$ cat src/rtl/pwm_pkg.sv
// Shared definitions for the PWM peripheral: default widths, register map and
// counter direction encoding.
package pwm_pkg;

    localparam int unsigned PWM_CNT_W = 16;
    localparam int unsigned PWM_PRE_W = 8;

    // Register block address map (byte addresses)
    localparam logic [7:0] ADDR_CTRL       = 8'h00;
    localparam logic [7:0] ADDR_STATUS     = 8'h01;
    localparam logic [7:0] ADDR_PERIOD_L   = 8'h02;
    localparam logic [7:0] ADDR_PERIOD_H   = 8'h03;
    localparam logic [7:0] ADDR_PRESCALE   = 8'h04;
    localparam logic [7:0] ADDR_DUTY_L     = 8'h05;
    localparam logic [7:0] ADDR_DUTY_H     = 8'h06;
    localparam logic [7:0] ADDR_CNT_L      = 8'h08;
    localparam logic [7:0] ADDR_CNT_H      = 8'h09;

    typedef enum logic {
        DIR_DOWN = 1'b0,
        DIR_UP   = 1'b1
    } dir_e;

endpackage

$ cat src/rtl/pwm_prescaler.sv
// Prescaler for the PWM timebase: emits a tick once every prescale+1 enabled clocks.
module pwm_prescaler #(
    parameter int unsigned PRE_W = pwm_pkg::PWM_PRE_W
) (
    input  logic             clk,
    input  logic             rst_n,
    input  logic             en,
    input  logic             clear,
    input  logic [PRE_W-1:0] prescale,
    output logic             tick
);

    logic [PRE_W-1:0] r_pre_cnt;
    logic             w_hit;

    // >= rather than == so that lowering prescale mid-run never waits for a full rollover
    assign w_hit = (r_pre_cnt >= prescale);
    assign tick  = en & ~clear & w_hit;

    always_ff @(posedge clk) begin
        if (!rst_n) begin
            r_pre_cnt <= '0;
        end else if (clear) begin
            r_pre_cnt <= '0;
        end else if (en) begin
            r_pre_cnt <= w_hit ? '0 : r_pre_cnt + 1'b1;
        end
    end

endmodule

$ cat src/rtl/pwm_counter.sv
// PWM timebase: prescaled up/down counter over 0..period with a registered
// one-cycle wrap pulse at each period boundary.
module pwm_counter
    import pwm_pkg::*;
#(
    parameter int unsigned CNT_W = pwm_pkg::PWM_CNT_W,
    parameter int unsigned PRE_W = pwm_pkg::PWM_PRE_W
) (
    input  logic             clk,
    input  logic             rst_n,
    input  logic             en,
    input  logic             count_reset,
    input  logic             upnotdown,
    input  logic [CNT_W-1:0] period,
    input  logic [PRE_W-1:0] prescale,
    output logic [CNT_W-1:0] counter_val,
    output logic             wrap
);

    logic [CNT_W-1:0] r_cnt;
    logic             r_wrap;
    logic [CNT_W-1:0] w_cnt_nxt;
    logic             w_wrap_nxt;
    logic             w_tick;
    dir_e             w_dir;

    assign w_dir = dir_e'(upnotdown);

    pwm_prescaler #(
        .PRE_W (PRE_W)
    ) u_prescaler (
        .clk      (clk),
        .rst_n    (rst_n),
        .en       (en),
        .clear    (count_reset),
        .prescale (prescale),
        .tick     (w_tick)
    );

    always_comb begin
        w_cnt_nxt  = r_cnt;
        w_wrap_nxt = 1'b0;
        if (count_reset) begin
            w_cnt_nxt = (w_dir == DIR_UP) ? '0 : period;
        end else if (w_tick) begin
            if (w_dir == DIR_UP) begin
                if (r_cnt >= period) begin
                    w_cnt_nxt  = '0;
                    w_wrap_nxt = 1'b1;
                end else begin
                    w_cnt_nxt = r_cnt + 1'b1;
                end
            end else begin
                // Zero check first so period=0 still pulses wrap; clamp after period shrinks
                if (r_cnt == '0) begin
                    w_cnt_nxt  = period;
                    w_wrap_nxt = 1'b1;
                end else if (r_cnt > period) begin
                    w_cnt_nxt = period;
                end else begin
                    w_cnt_nxt = r_cnt - 1'b1;
                end
            end
        end
    end

    always_ff @(posedge clk) begin
        if (!rst_n) begin
            r_cnt  <= '0;
            r_wrap <= 1'b0;
        end else begin
            r_cnt  <= w_cnt_nxt;
            r_wrap <= w_wrap_nxt;
        end
    end

    assign counter_val = r_cnt;
    assign wrap        = r_wrap;

endmodule

$ cat config.mk
export PLATFORM = sky130hd
export DESIGN_NAME = pwm_counter
export DESIGN_NICKNAME = d
export VERILOG_FILES = /design/src/rtl/pwm_pkg.sv /design/src/rtl/pwm_prescaler.sv /design/src/rtl/pwm_counter.sv
export SDC_FILE = /design/constraint.sdc
export NUM_CORES = 1
export LEC_CHECK = 0
export CAP_MARGIN = 20
export CORE_AREA = 2 2 75 77
export CTS_BUF_LIST = sky130_fd_sc_hd__clkbuf_16
export DETAILED_ROUTE_END_ITERATION = 6
export DIE_AREA = 0 0 77 79
export GPL_TIMING_DRIVEN = 0
export PLACE_DENSITY = 0.8
export SETUP_SLACK_MARGIN = 0.4
export SLEW_MARGIN = 20
export SYNTH_ARGS = -nofsm -noshare
export SYNTH_HDL_FRONTEND = slang
export SYNTH_HIERARCHICAL = 1
export SYNTH_SLANG_ARGS = --single-unit
$ cat constraint.sdc
create_clock -name clk -period 3.58 [get_ports clk]
set_clock_uncertainty 0.1 [all_clocks]
set_input_delay 0.537 -clock clk [delete_from_list [all_inputs] [get_ports clk]]
set_output_delay 0.537 -clock clk [all_outputs]
set_load 0.02 [all_outputs]
Word level (Yosys, flattened, before mapping). Cells that the tools add are included. Widths: inputs -> output; s select.

Bits of input ports: 29. Output and inout port bits: 17. Logic and storage cells: 29. Bits in registers: 25.

Magnitude comparators: 3. Bitwise gates (word level): 5. $add $sub $neg: 3. Reduce and logical (&&, ||, !) cells: 4. Multiplexer cells: 11.

Operators with widths (number): $mux 16 (7); $add 16x1->16 const B (1); $ge 16x16->1 (1); $gt 16x16->1 (1); $logic_not 16->1 (1); $sub 16x1->16 const B (1); $add 8x1->8 const B (1); $ge 8x8->1 (1); $mux 8 (1); $mux 1 (3); $not 1->1 (3); $reduce_or 3->1 (1); $and 1x1->1 (2); $reduce_bool 2->1 (1); $reduce_or 2->1 (1).

Logic depth before layout (Yosys ltp). Gate-level depths: netlist of run 1.

Depth in word-level cells: 6. Mapped depth: 13. Gate-level depth less buffers: 11.

Modules after synthesis. The synthesis of run 1 kept the hierarchy.

Modules (own cells, without submodules): pwm_counter (area each 2198.4 sq um, instances 1, seq. area each 340.3 sq um, cells each 298); pwm_prescaler (area each 593.1 sq um, instances 1, seq. area each 160.2 sq um, cells each 67).

Least setup slack after synthesis of run 1. OpenSTA, ideal clock, no wires.

Kind: input-to-reg. Start: input prescale[7]. End: register r_cnt[14] (netlist: counter_val[14]). Setup time: 0.079 ns. Required time: 3.401 ns. Cell stages on the path: 13. Data arrival time: 2.608 ns. Slack: 0.793 ns. Path buffers: 2. Cell sequence: inv_1 > ha_1 > and3_4 > a221o_1 > a22o_1 > buf_6 > nor2b_1 > clkbuf_1 > nor2_1 > nand2_1 > o21ai_0 > a311oi_1 > nor3_1.

Cells in the longest elaborated chain, start to end: 3.

Ends and longest elaborated chain: start: declaration (RTL line pwm_counter.sv:15) `input logic [PRE_W-1:0] prescale,`; $ge 8x8->1 (RTL line pwm_prescaler.sv:17) `assign w_hit = (r_pre_cnt >= prescale);`; $and 1x1->1 (RTL line pwm_prescaler.sv:18) `assign tick = en & ~clear & w_hit;`; net w_tick (RTL line pwm_counter.sv:24) `logic w_tick;`; $reduce_bool 2->1 (no line); end signal: assignment (RTL line pwm_counter.sv:72) `r_cnt <= w_cnt_nxt;`; end: declaration (RTL line pwm_counter.sv:20) `logic [CNT_W-1:0] r_cnt;`.

The timed path passes the listed nets, and every way through them passes these cells. A chain may end at the register's enable or synchronous reset.

Worst setup path in the final report of run 1.
Start: input period[15]. End: register r_cnt[2] (netlist: counter_val[2]).

Cells in the longest elaborated chain, start to end: 6. Elaborated cells between the ends (all ways): 8. Classes of those cells: order compare: 2; mux: 6.

Ends and longest elaborated chain: start: declaration (RTL line pwm_counter.sv:14) `input logic [CNT_W-1:0] period,`; $gt 16x16->1 (RTL line pwm_counter.sv:58) `end else if (r_cnt > period) begin`; $mux 16 (RTL line pwm_counter.sv:58); $mux 16 (RTL line pwm_counter.sv:55) `if (r_cnt == '0) begin`; $mux 16 * (RTL line pwm_counter.sv:46) `if (w_dir == DIR_UP) begin`; $mux 16 * (RTL line pwm_counter.sv:45) `end else if (w_tick) begin`; $mux 16 * (RTL line pwm_counter.sv:43) `if (count_reset) begin`.

Mark *: on every way between the ends. The rest lies on a longest branch, timed or not. The select of a mux whose other input is x is not followed.

==> impl_metrics.csv, run 1 <==
group,metric,value,unit
outcome,status,"complete, no violations",
finish,final_area,0.003649,sq mm
placement,hpwl,6475,um
critical_path,worstSetupStartpointType,"input port",
clock_tree,cts_buffers,3,
power_and_ir_drop,seq_power_share,31.9,%
drt,routedWlPerCell,18.98,um
drt,vias,3191,
floorplan,die_h,79,um
finish,drive_gt1_share,15.64,%
logic_synthesis,syn_inst,365,
global_routing,antenna_found_initial,0,
power_and_ir_drop,irDropWorstVdd,0.2943,mV
timing,finalMaxSlewViolations,0,
timing,fin_crit,3144,ps
timing,fin_ws,435.7,ps
drt,wl,9376,um
clock_tree,cts_tree,"yes",
finish,fillers,462,
timing,tns,0,ps
global_routing,grt_use_total,30.76,%
floorplan,io_pins,46,
logic_synthesis,synthTopCellsByArea,"dfxtp_1 18%, ha_1 13%, xnor2_1 5.3%",
placement,place_congestion,0.9532,
finish,syn2layout_area_growth,30.70,%
power_and_ir_drop,power_density,268.9,mW/mm^2
global_routing,grt_max_degree,16,
timing,fin_crit_sh,87.83,%
logic_synthesis,ys_ff_latch,25,
timing,fmax,318.0,MHz
worst_hold_path,hold_class,"reg2reg",
floorplan,start_util,52.30,%
finish,nets,480,
drt,vias_per_cell,6.460,
floorplan,core,0.005338,sq mm
timing,finalSetupViolations,0,
drt,drc,0,
global_routing,grt_pass1_wl,14920,um
logic_synthesis,syn_nets,422,
power_and_ir_drop,pwr-share-clk,27.7,%
drt,first_pass_iters,5,
power_and_ir_drop,switchingPower,0.3655,mW
logic_synthesis,synthArstFlopShare,0,%
floorplan,placementRows,27,
floorplan,fp.dieArea,0.006083,sq mm
logic_synthesis,ys_seq_area_share,17.93,%
critical_path,worst-path-max-fanout,5,
logic_synthesis,synth_area_per_cell,7.648,sq um
power_and_ir_drop,leakage,1.528,nW
power_and_ir_drop,power.internal,0.6157,mW
job,drv_cap,0,
logic_synthesis,yosys_warnings,6,
critical_path,crit_arrival,3260,ps
clock_tree,clock_latency,270,ps
timing,tightest_slew,682.7,ps
placement,port_buffers,43,
timing,holdWs,489.9,ps
logic_synthesis,synthDistinctLibCells,63,
logic_synthesis,synth-main-ff-cell,"dfxtp_1",
global_routing,globalRoute.totalOverflow,0,
clock_tree,cts.sinks,25,
power_and_ir_drop,pwr-share-comb,40.4,%
drt,antenna_left,0,
logic_synthesis,synth_top_area_share,17.93,%
clock_tree,h-tree-depth,1,
power_and_ir_drop,switching_share,37.25,%
logic_synthesis,synthTopCellsByCount,"28 x ha_1, 28 x inv_1, 27 x nand2_1",
logic_synthesis,synth_area,0.002791,sq mm
clock_tree,cts.clk_slew.worst_paths,80,ps
logic_synthesis,synth-edff-count,0,
global_routing,grt_pass1_vias,3063,
timing,slew-limit-headroom,54.48,%
placement,preCtsSetupSlack,-245.0,ps
finish,final_cell_count_no_fill,494,
clock_tree,hold_buffers,0,
timing,rsz0062_at_grt,"yes",
logic_synthesis,yosysTopAreaCell,"dfxtp_1",
finish,diodes,0,
placement,placed_area,0.003312,sq mm
critical_path,cp-end-kind,"register",
critical_path,worstSetupPathType,"in2reg",
timing,hold_viol_final,0,
clock_tree,root_buffer,"clkbuf_16",
critical_path,critPathRequiredTime,3700,ps
drt,drt_iter0_drc,356,
clock_tree,cts_max_path_buffers,2,
floorplan,die_w,77,um
placement,place_inst,480,
metal layers:
layer	part of all wire [%]	vias to the layer above	GRT usage, %	wire, um
met4	3.8	0	14.29	355
li1	-	1455	-	-
met3	11	38	5.909	1070
met2	46	227	51.32	4330
met5	0	-	0	0
met1	39	1471	38.51	3620
worst paths after layout:
kind / endpoint / slack [ps] / start / cells past startpoint
worst max register to register: counter_val[2] / 700 / counter_val[13] / 9
worst min-delay path: u_prescaler/r_pre_cnt[7] / 490 / u_prescaler/r_pre_cnt[7] / 2
worst min register to register: u_prescaler/r_pre_cnt[7] / 490 / u_prescaler/r_pre_cnt[7] / 2
worst max-delay path: counter_val[2] / 440 / period[15] / 11
final cells by class:
class	instances	area, sq um	share of cell area [%]
inverter	30	112.6	3.086
multi-input combinational	288	2218	60.80
clock inverter	1	7.507	0.2058
tap	72	90.09	2.469
clock buffer	3	75.07	2.058
buffer	22	120.1	3.292
timing repair buffer	53	524.3	14.37
sequential	25	500.5	13.72
power by group through the flow:
stage	Combinational, mW	Sequential, mW	Clock, mW
2_1_floorplan	0.223	0.325	0
3_3_place_gp	0.347	0.317	0
3_5_place_dp	0.353	0.318	0
4_1_cts	0.375	0.312	0.269
5_1_grt	0.426	0.315	0.281
6_report	0.397	0.313	0.271
registers in the layout, indices dropped and copies added (netlist names):
| register | cells |
|---|---|
| counter_val | 16 |
| u_prescaler/r_pre_cnt | 8 |
| wrap | 1 |
cells by family after synthesis:
| family | after synthesis | synth area share, % |
|---|---|---|
| flops | 25 | 17.93 |
| compound gates | 91 | 23.17 |
| xor+xnor | 26 | 8.158 |
| buf+inv | 52 | 8.113 |
| simple gates | 141 | 29.18 |
| fa+ha+maj | 28 | 12.55 |
| mux | 2 | 0.8963 |
critical path, cell delays in order:
cell and delay (ps):
clkdlybuf4s50_1 470, inv_2 50, ha_4 270, nand4_4 90
or4_4 590, o21bai_4 210, a31oi_4 270, buf_2 250
nor3_1 80, o31ai_1 210, and4b_1 210
per-stage QoR:
step / utilization, % / power [mW]
3_5_place_dp: 62.05 / 0.6708
4_1_cts: 66.53 / 0.9560
6_report: 68.35 / 0.9812
5_1_grt: 68.35 / 1.021
2_1_floorplan: - / 0.5486
3_3_place_gp: 62.05 / 0.6637
timing repair:
action	4_1_cts	5_1_grt
gates cloned	1	0
resized for setup	29	14
setup buffers	4	5
pin swaps	6	10
hold endpoints to repair	0	0
setup endpoints to repair	16	16
layout by cell type (no fill, tap or decap), drive strengths merged, types with 11 or more instances in the layout:
| cell | Yosys | routed |
|---|---|---|
| clkdlybuf4s50 | 0 | 35 |
| ha | 28 | 28 |
| inv | 28 | 28 |
| nand2 | 27 | 27 |
| nor2 | 27 | 27 |
| dfxtp | 25 | 25 |
| a21oi | 24 | 24 |
| nor3 | 21 | 21 |
| buf | 10 | 21 |
| xnor2 | 17 | 17 |
| o21ai | 16 | 16 |
| clkbuf | 12 | 14 |
| nand3 | 11 | 11 |
| and3 | 11 | 11 |
No activity file was read; power rests on OpenSTA's default activity.
==> run 2: changes to the inputs <==
==> constraint.sdc (replaced) <==
create_clock -name clk -period 3.52 [get_ports clk]
set_clock_uncertainty 0.1 [all_clocks]
set_input_delay 0.528 -clock clk [delete_from_list [all_inputs] [get_ports clk]]
set_output_delay 0.528 -clock clk [all_outputs]
set_load 0.02 [all_outputs]
==> run 2 against run 1 <==
Die area unchanged. Final cell count grew 0.61%. Non-clock buffer count increased by 3. Register-to-register slack lost 110 ps. Sequential power increased by 2%. Clock power grew 4%. Power is 4.1% higher. Critical path type unchanged. Critical endpoint is now counter_val[1]. Largest power group unchanged.
==> impl_metrics.csv, run 2 (synthesis results as in run 1) <==
group,metric,value,unit
power_and_ir_drop,irDropWorstVdd,0.3086,mV
placement,placed_area,0.003312,sq mm
clock_tree,root_buffer,"clkbuf_16",
floorplan,die_w,77,um
finish,diodes,0,
global_routing,antenna_found_initial,0,
finish,nets,483,
worst_hold_path,hold_class,"reg2reg",
critical_path,cp-end-kind,"register",
floorplan,die_h,79,um
finish,final_area,0.003736,sq mm
timing,hold_viol_final,0,
global_routing,grt_pass1_vias,3073,
finish,drive_gt1_share,17.65,%
timing,finalSetupViolations,0,
drt,routedWlPerCell,20.00,um
finish,layout_common_cells,"32 x clkdlybuf4s50_1, 25 x dfxtp_1, 24 x a21oi_1, 24 x nand2_1, 24 x nor2_1",
clock_tree,cts_tree,"yes",
critical_path,critPathTopFamily,"compound AO/OA/AOI/OAI gates",
timing,fin_crit_sh,87.31,%
critical_path,crit_chain,"clkdlybuf4s50_1 > inv_1 > ha_1 > nand2_2 > or4_4 > o21bai_4 > a31oi_4 > buf_12 > nor2_4 > mux2_4 > o31ai_4",
floorplan,placementRows,27,
drt,vias,3335,
finish,fillers,449,
clock_tree,hold_buffers,0,
placement,place_congestion,0.9532,
floorplan,fp.dieArea,0.006083,sq mm
timing,finalMaxSlewViolations,0,
timing,tightest_slew,718.7,ps
drt,vias_per_cell,6.710,
finish,syn2layout_area_growth,33.84,%
critical_path,critPathRequiredTime,3610,ps
timing,fmax,325.4,MHz
placement,hpwl,6475,um
critical_path,crit_arrival,3160,ps
finish,final_common_cell,"clkdlybuf4s50_1",
timing,slew-limit-headroom,52.09,%
timing,fin_crit,3073,ps
drt,wl,9942,um
job,drv_cap,0,
clock_tree,cts.sinks,25,
floorplan,io_pins,46,
power_and_ir_drop,power_density,273.3,mW/mm^2
clock_tree,cts_max_path_buffers,2,
outcome,status,"complete, no violations",
clock_tree,cts_buffers,3,
drt,antenna_left,0,
critical_path,worst-path-max-fanout,5,
clock_tree,clock_latency,280,ps
drt,drc,0,
clock_tree,h-tree-depth,1,
floorplan,core,0.005338,sq mm
critical_path,worstSetupStartpointType,"input port",
placement,port_buffers,43,
drt,first_pass_iters,6,
finish,largest_reg_flops,16,
power_and_ir_drop,leakage,1.552,nW
critical_path,worstSetupPathType,"in2reg",
critical_path,crit_buf_inv,3,
floorplan,start_util,52.30,%
timing,rsz0062_at_grt,"no",
clock_tree,cts.clk_slew.worst_paths,70,ps
critical_path,cp_slowest_stage_delay,530,ps
critical_path,slowest_stage,"or4_4",
global_routing,globalRoute.totalOverflow,0,
timing,tns,0,ps
global_routing,grt_pass1_wl,14860,um
drt,drt_iter0_drc,433,
global_routing,grt_use_total,30.76,%
global_routing,grt_max_degree,16,
[run 2: changes by cell type in the layout (fill, tap and decap cells not counted), moves of 2 or more]
cell             previous run  this run
buf_4                      10        12
dlygate4sd2_1               3         6
ha_4                        5         7
ha_1                       23        21
clkdlybuf4s50_1            35        32
[run 2: tightest hold or removal path, delay by kind of cell (launching register included)]
family	cells	cell delay, ps
xor gates and xnor gates	1	150
DFF	1	370
and+or+nand+nor	1	40
[run 2: repair_timing]
| item | in CTS | in global routing |
|---|---|---|
| cloned | 1 | 0 |
| setup buffers | 3 | 9 |
| pin swaps | 6 | 13 |
| resized for setup | 32 | 24 |
| endpoints found under the setup margin | 17 | 16 |
[run 2: path summary, 6_finish.rpt]
check / startpoint / to / slack, ps / cells after the start
worst max-delay path: period[8] / counter_val[1] / 450 / 11
worst max register to register: counter_val[1] / counter_val[13] / 590 / 9
worst min register to register: u_prescaler/r_pre_cnt[6] / u_prescaler/r_pre_cnt[6] / 500 / 2
worst min-delay path: u_prescaler/r_pre_cnt[6] / u_prescaler/r_pre_cnt[6] / 500 / 2
[run 2: power breakdown]
part           switching, mW  internal, mW  total, mW
combinational          0.237         0.182      0.419
sequential            0.0249         0.295      0.320
clock                  0.127         0.155      0.282
total                  0.389         0.633       1.02
[run 2: layout make-up]
type	count	area [sq um]	share of cell area (%)
well taps	72	90.09	2.411
repair buffers	56	545.5	14.60
multi-input cells	288	2278	60.98
plain buffers	22	123.9	3.315
clock buffers	3	75.07	2.009
clock inverters	1	7.507	0.2009
inverters	30	115.1	3.081
flip-flops and latches	25	500.5	13.40
[run 2: layer usage]
layer | vias to the layer above | routed length (um) | track usage, % | share of wire, %
met4 | 0 | 499 | 14.82 | 5.0
met1 | 1548 | 3685 | 38.23 | 37
met3 | 66 | 1183 | 6.136 | 12
met2 | 253 | 4574 | 51.23 | 46
li1 | 1468 | - | - | -
met5 | - | 0 | 0 | 0
[run 2: metrics by stage]
step | setup WS (ps) | hold WS [ps] | total power, mW | util, % | instances
after floorplan | 741.8 | 443.7 | 0.5580 | - | 365
after global placement | -267.4 | 462.4 | 0.6750 | 62.05 | 480
after detailed placement | -296.0 | 476.1 | 0.6822 | 62.05 | 480
after CTS | 401.5 | 486.1 | 0.9713 | 66.71 | 488
after global routing | 381.4 | 548.9 | 1.054 | 70.00 | 497
final | 446.6 | 502.9 | 1.021 | 70.00 | 497
==> run 3: changes to the inputs <==
==> constraint.sdc (replaced) <==
create_clock -name clk -period 3.35 [get_ports clk]
set_clock_uncertainty 0.1 [all_clocks]
set_input_delay 0.5025 -clock clk [delete_from_list [all_inputs] [get_ports clk]]
set_output_delay 0.5025 -clock clk [all_outputs]
set_load 0.02 [all_outputs]
==> run 3 against run 2 <==
Clock-buffer cell count is the same. Sequential power grew 5%. First-iteration DRC count shrank 17%. Register-to-register slack lost 40 ps. Clock power grew 1%. Critical path depth grew 3. Via count shrank 0.39%. Power grew 4.3%. Hold slack gained 3.5 ps. Critical endpoint is now counter_val[15]. Largest power group unchanged.
==> impl_metrics.csv, run 3 (synthesis results as in run 1) <==
group,metric,value,unit
timing,hold_viol_final,0,
critical_path,worst-path-max-fanout,7,
power_and_ir_drop,irDropWorstVdd,0.3085,mV
timing,tns,0,ps
critical_path,crit_arrival,3020,ps
floorplan,placementRows,27,
job,drv_cap,0,
placement,hpwl,6475,um
power_and_ir_drop,leakage,1.558,nW
global_routing,grt_pass1_wl,15270,um
finish,nets,492,
timing,rsz0062_at_grt,"yes",
critical_path,slowest_stage,"clkdlybuf4s50_1",
clock_tree,cts.clk_slew.worst_paths,70,ps
critical_path,cp-end-kind,"register",
critical_path,cp_slowest_stage_delay,460,ps
clock_tree,root_buffer,"clkbuf_16",
finish,fillers,430,
power_and_ir_drop,power_density,281.1,mW/mm^2
drt,drc,0,
timing,fin_crit_sh,87.73,%
placement,port_buffers,43,
power_and_ir_drop,switching_share,37.40,%
drt,vias_per_cell,6.565,
drt,wl,9872,um
clock_tree,cts_buffers,3,
timing,fmax,340.3,MHz
placement,placed_area,0.003312,sq mm
timing,slew-limit-headroom,55.36,%
timing,finalMaxSlewViolations,0,
critical_path,worstSetupPathType,"in2reg",
power_and_ir_drop,seq_power_share,31.6,%
finish,final_area,0.003787,sq mm
timing,fin_crit,2939,ps
clock_tree,h-tree-depth,1,
critical_path,cp_common_cell,"nor3_1",
finish,final_common_cell,"clkdlybuf4s50_1",
outcome,status,"complete, no violations",
drt,first_pass_iters,5,
drt,routedWlPerCell,19.51,um
global_routing,grt_pass1_vias,3159,
finish,largest_reg_flops,16,
global_routing,grt_use_total,31.61,%
floorplan,fp.dieArea,0.006083,sq mm
power_and_ir_drop,fin_total_pwr,1.065,mW
floorplan,start_util,52.30,%
critical_path,critPathRequiredTime,3430,ps
drt,antenna_left,0,
power_and_ir_drop,switchingPower,0.3983,mW
floorplan,io_pins,46,
finish,layout_common_cells,"30 x clkdlybuf4s50_1, 25 x dfxtp_1, 24 x a21oi_1, 24 x nand2_1",
power_and_ir_drop,pwr-share-comb,41.6,%
timing,finalSetupViolations,0,
global_routing,globalRoute.totalOverflow,0,
clock_tree,clock_latency,270,ps
global_routing,antenna_found_initial,0,
power_and_ir_drop,pwr-share-clk,26.8,%
clock_tree,hold_buffers,0,
drt,vias,3322,
clock_tree,cts_tree,"yes",
clock_tree,cts_max_path_buffers,2,
clock_tree,cts.sinks,25,
floorplan,core,0.005338,sq mm
global_routing,grt_max_degree,16,
timing,tightest_slew,669.6,ps
floorplan,die_h,79,um
finish,syn2layout_area_growth,35.68,%
power_and_ir_drop,power.internal,0.6665,mW
finish,drive_gt1_share,21.20,%
finish,diodes,0,
placement,place_congestion,0.9532,
critical_path,worstSetupStartpointType,"input port",
worst_hold_path,hold_class,"in2reg",
floorplan,die_w,77,um
drt,drt_iter0_drc,361,
critical_path,crit_chain,"clkdlybuf4s50_1 > inv_1 > ha_1 > and3_4 > a221o_1 > a22o_1 > buf_6 > nor2b_4 > clkbuf_8 > nor2_4 > nand2_1 > o21ai_0 > nor3_1 > nor3_1",
## run 3: changes by cell type in the layout (fill, tap and decap cells not counted), sizes merged
cell / before / now
dlygate4sd2: 6 / 10
buf: 23 / 32
clkdlybuf4s15: 0 / 1
clkdlybuf4s50: 32 / 30
clkbuf: 15 / 16
dlymetal6s2s: 5 / 1
## run 3: stage by stage
stage               cells  setup slack, ps  util (%)  hold WS (ps)
finish                506            411.0     70.96         506.4
global placement      480           -411.9     62.05         462.4
CTS                   501            410.1     69.32         486.1
detailed placement    480           -440.5     62.05         476.1
floorplan             365            597.3         -         443.7
global route          506            321.7     70.96         527.7
## run 3: timing repair
action,in CTS,in global routing
pin swaps,14,11
setup buffers,16,5
endpoints found under the setup margin,17,16
gates resized for setup,53,14
gates cloned,1,0
## run 3: layer usage
metal	GRT usage, %	up-vias	wire (um)
li1	-	1485	-
met1	38.30	1540	3857
met2	53.42	258	4610
met3	6.932	39	1100
met4	15.18	0	304
met5	0	-	0
## run 3: power groups by stage
stage               Combinational, mW  Clock (mW)  Sequential (mW)
finish                          0.443       0.286            0.336
global route                    0.472       0.299            0.338
CTS                             0.413       0.288            0.334
detailed placement              0.377           0            0.339
global placement                0.371           0            0.339
floorplan                       0.239           0            0.348
## run 3: final cells by class
| class | count | area [sq um] | share of cell area (%) |
|---|---|---|---|
| flip-flops and latches | 25 | 500.5 | 13.21 |
| plain buffers | 22 | 126.4 | 3.337 |
| inverters | 30 | 115.1 | 3.039 |
| well taps | 72 | 90.09 | 2.379 |
| clock buffers | 3 | 75.07 | 1.982 |
| repair buffers | 65 | 580.6 | 15.33 |
| multi-input cells | 288 | 2292 | 60.52 |
| clock inverters | 1 | 7.507 | 0.1982 |
## run 3: final timing paths
check	startpoint	to	slack [ps]	depth (start not counted)
setup / recovery	prescale[5]	counter_val[15]	410	14
hold / removal	en	u_prescaler/r_pre_cnt[0]	510	4
setup reg to reg	counter_val[13]	counter_val[9]	550	11
hold reg to reg	u_prescaler/r_pre_cnt[0]	u_prescaler/r_pre_cnt[0]	520	3
## run 3: worst max-delay path: cells and delay by family
family	cells	cell delay [ps]
adder cells (fa/ha/maj)	1	280
buffers and inverters	4	780
AND/OR/NAND/NOR	6	840
AO/OA/AOI/OAI	3	620
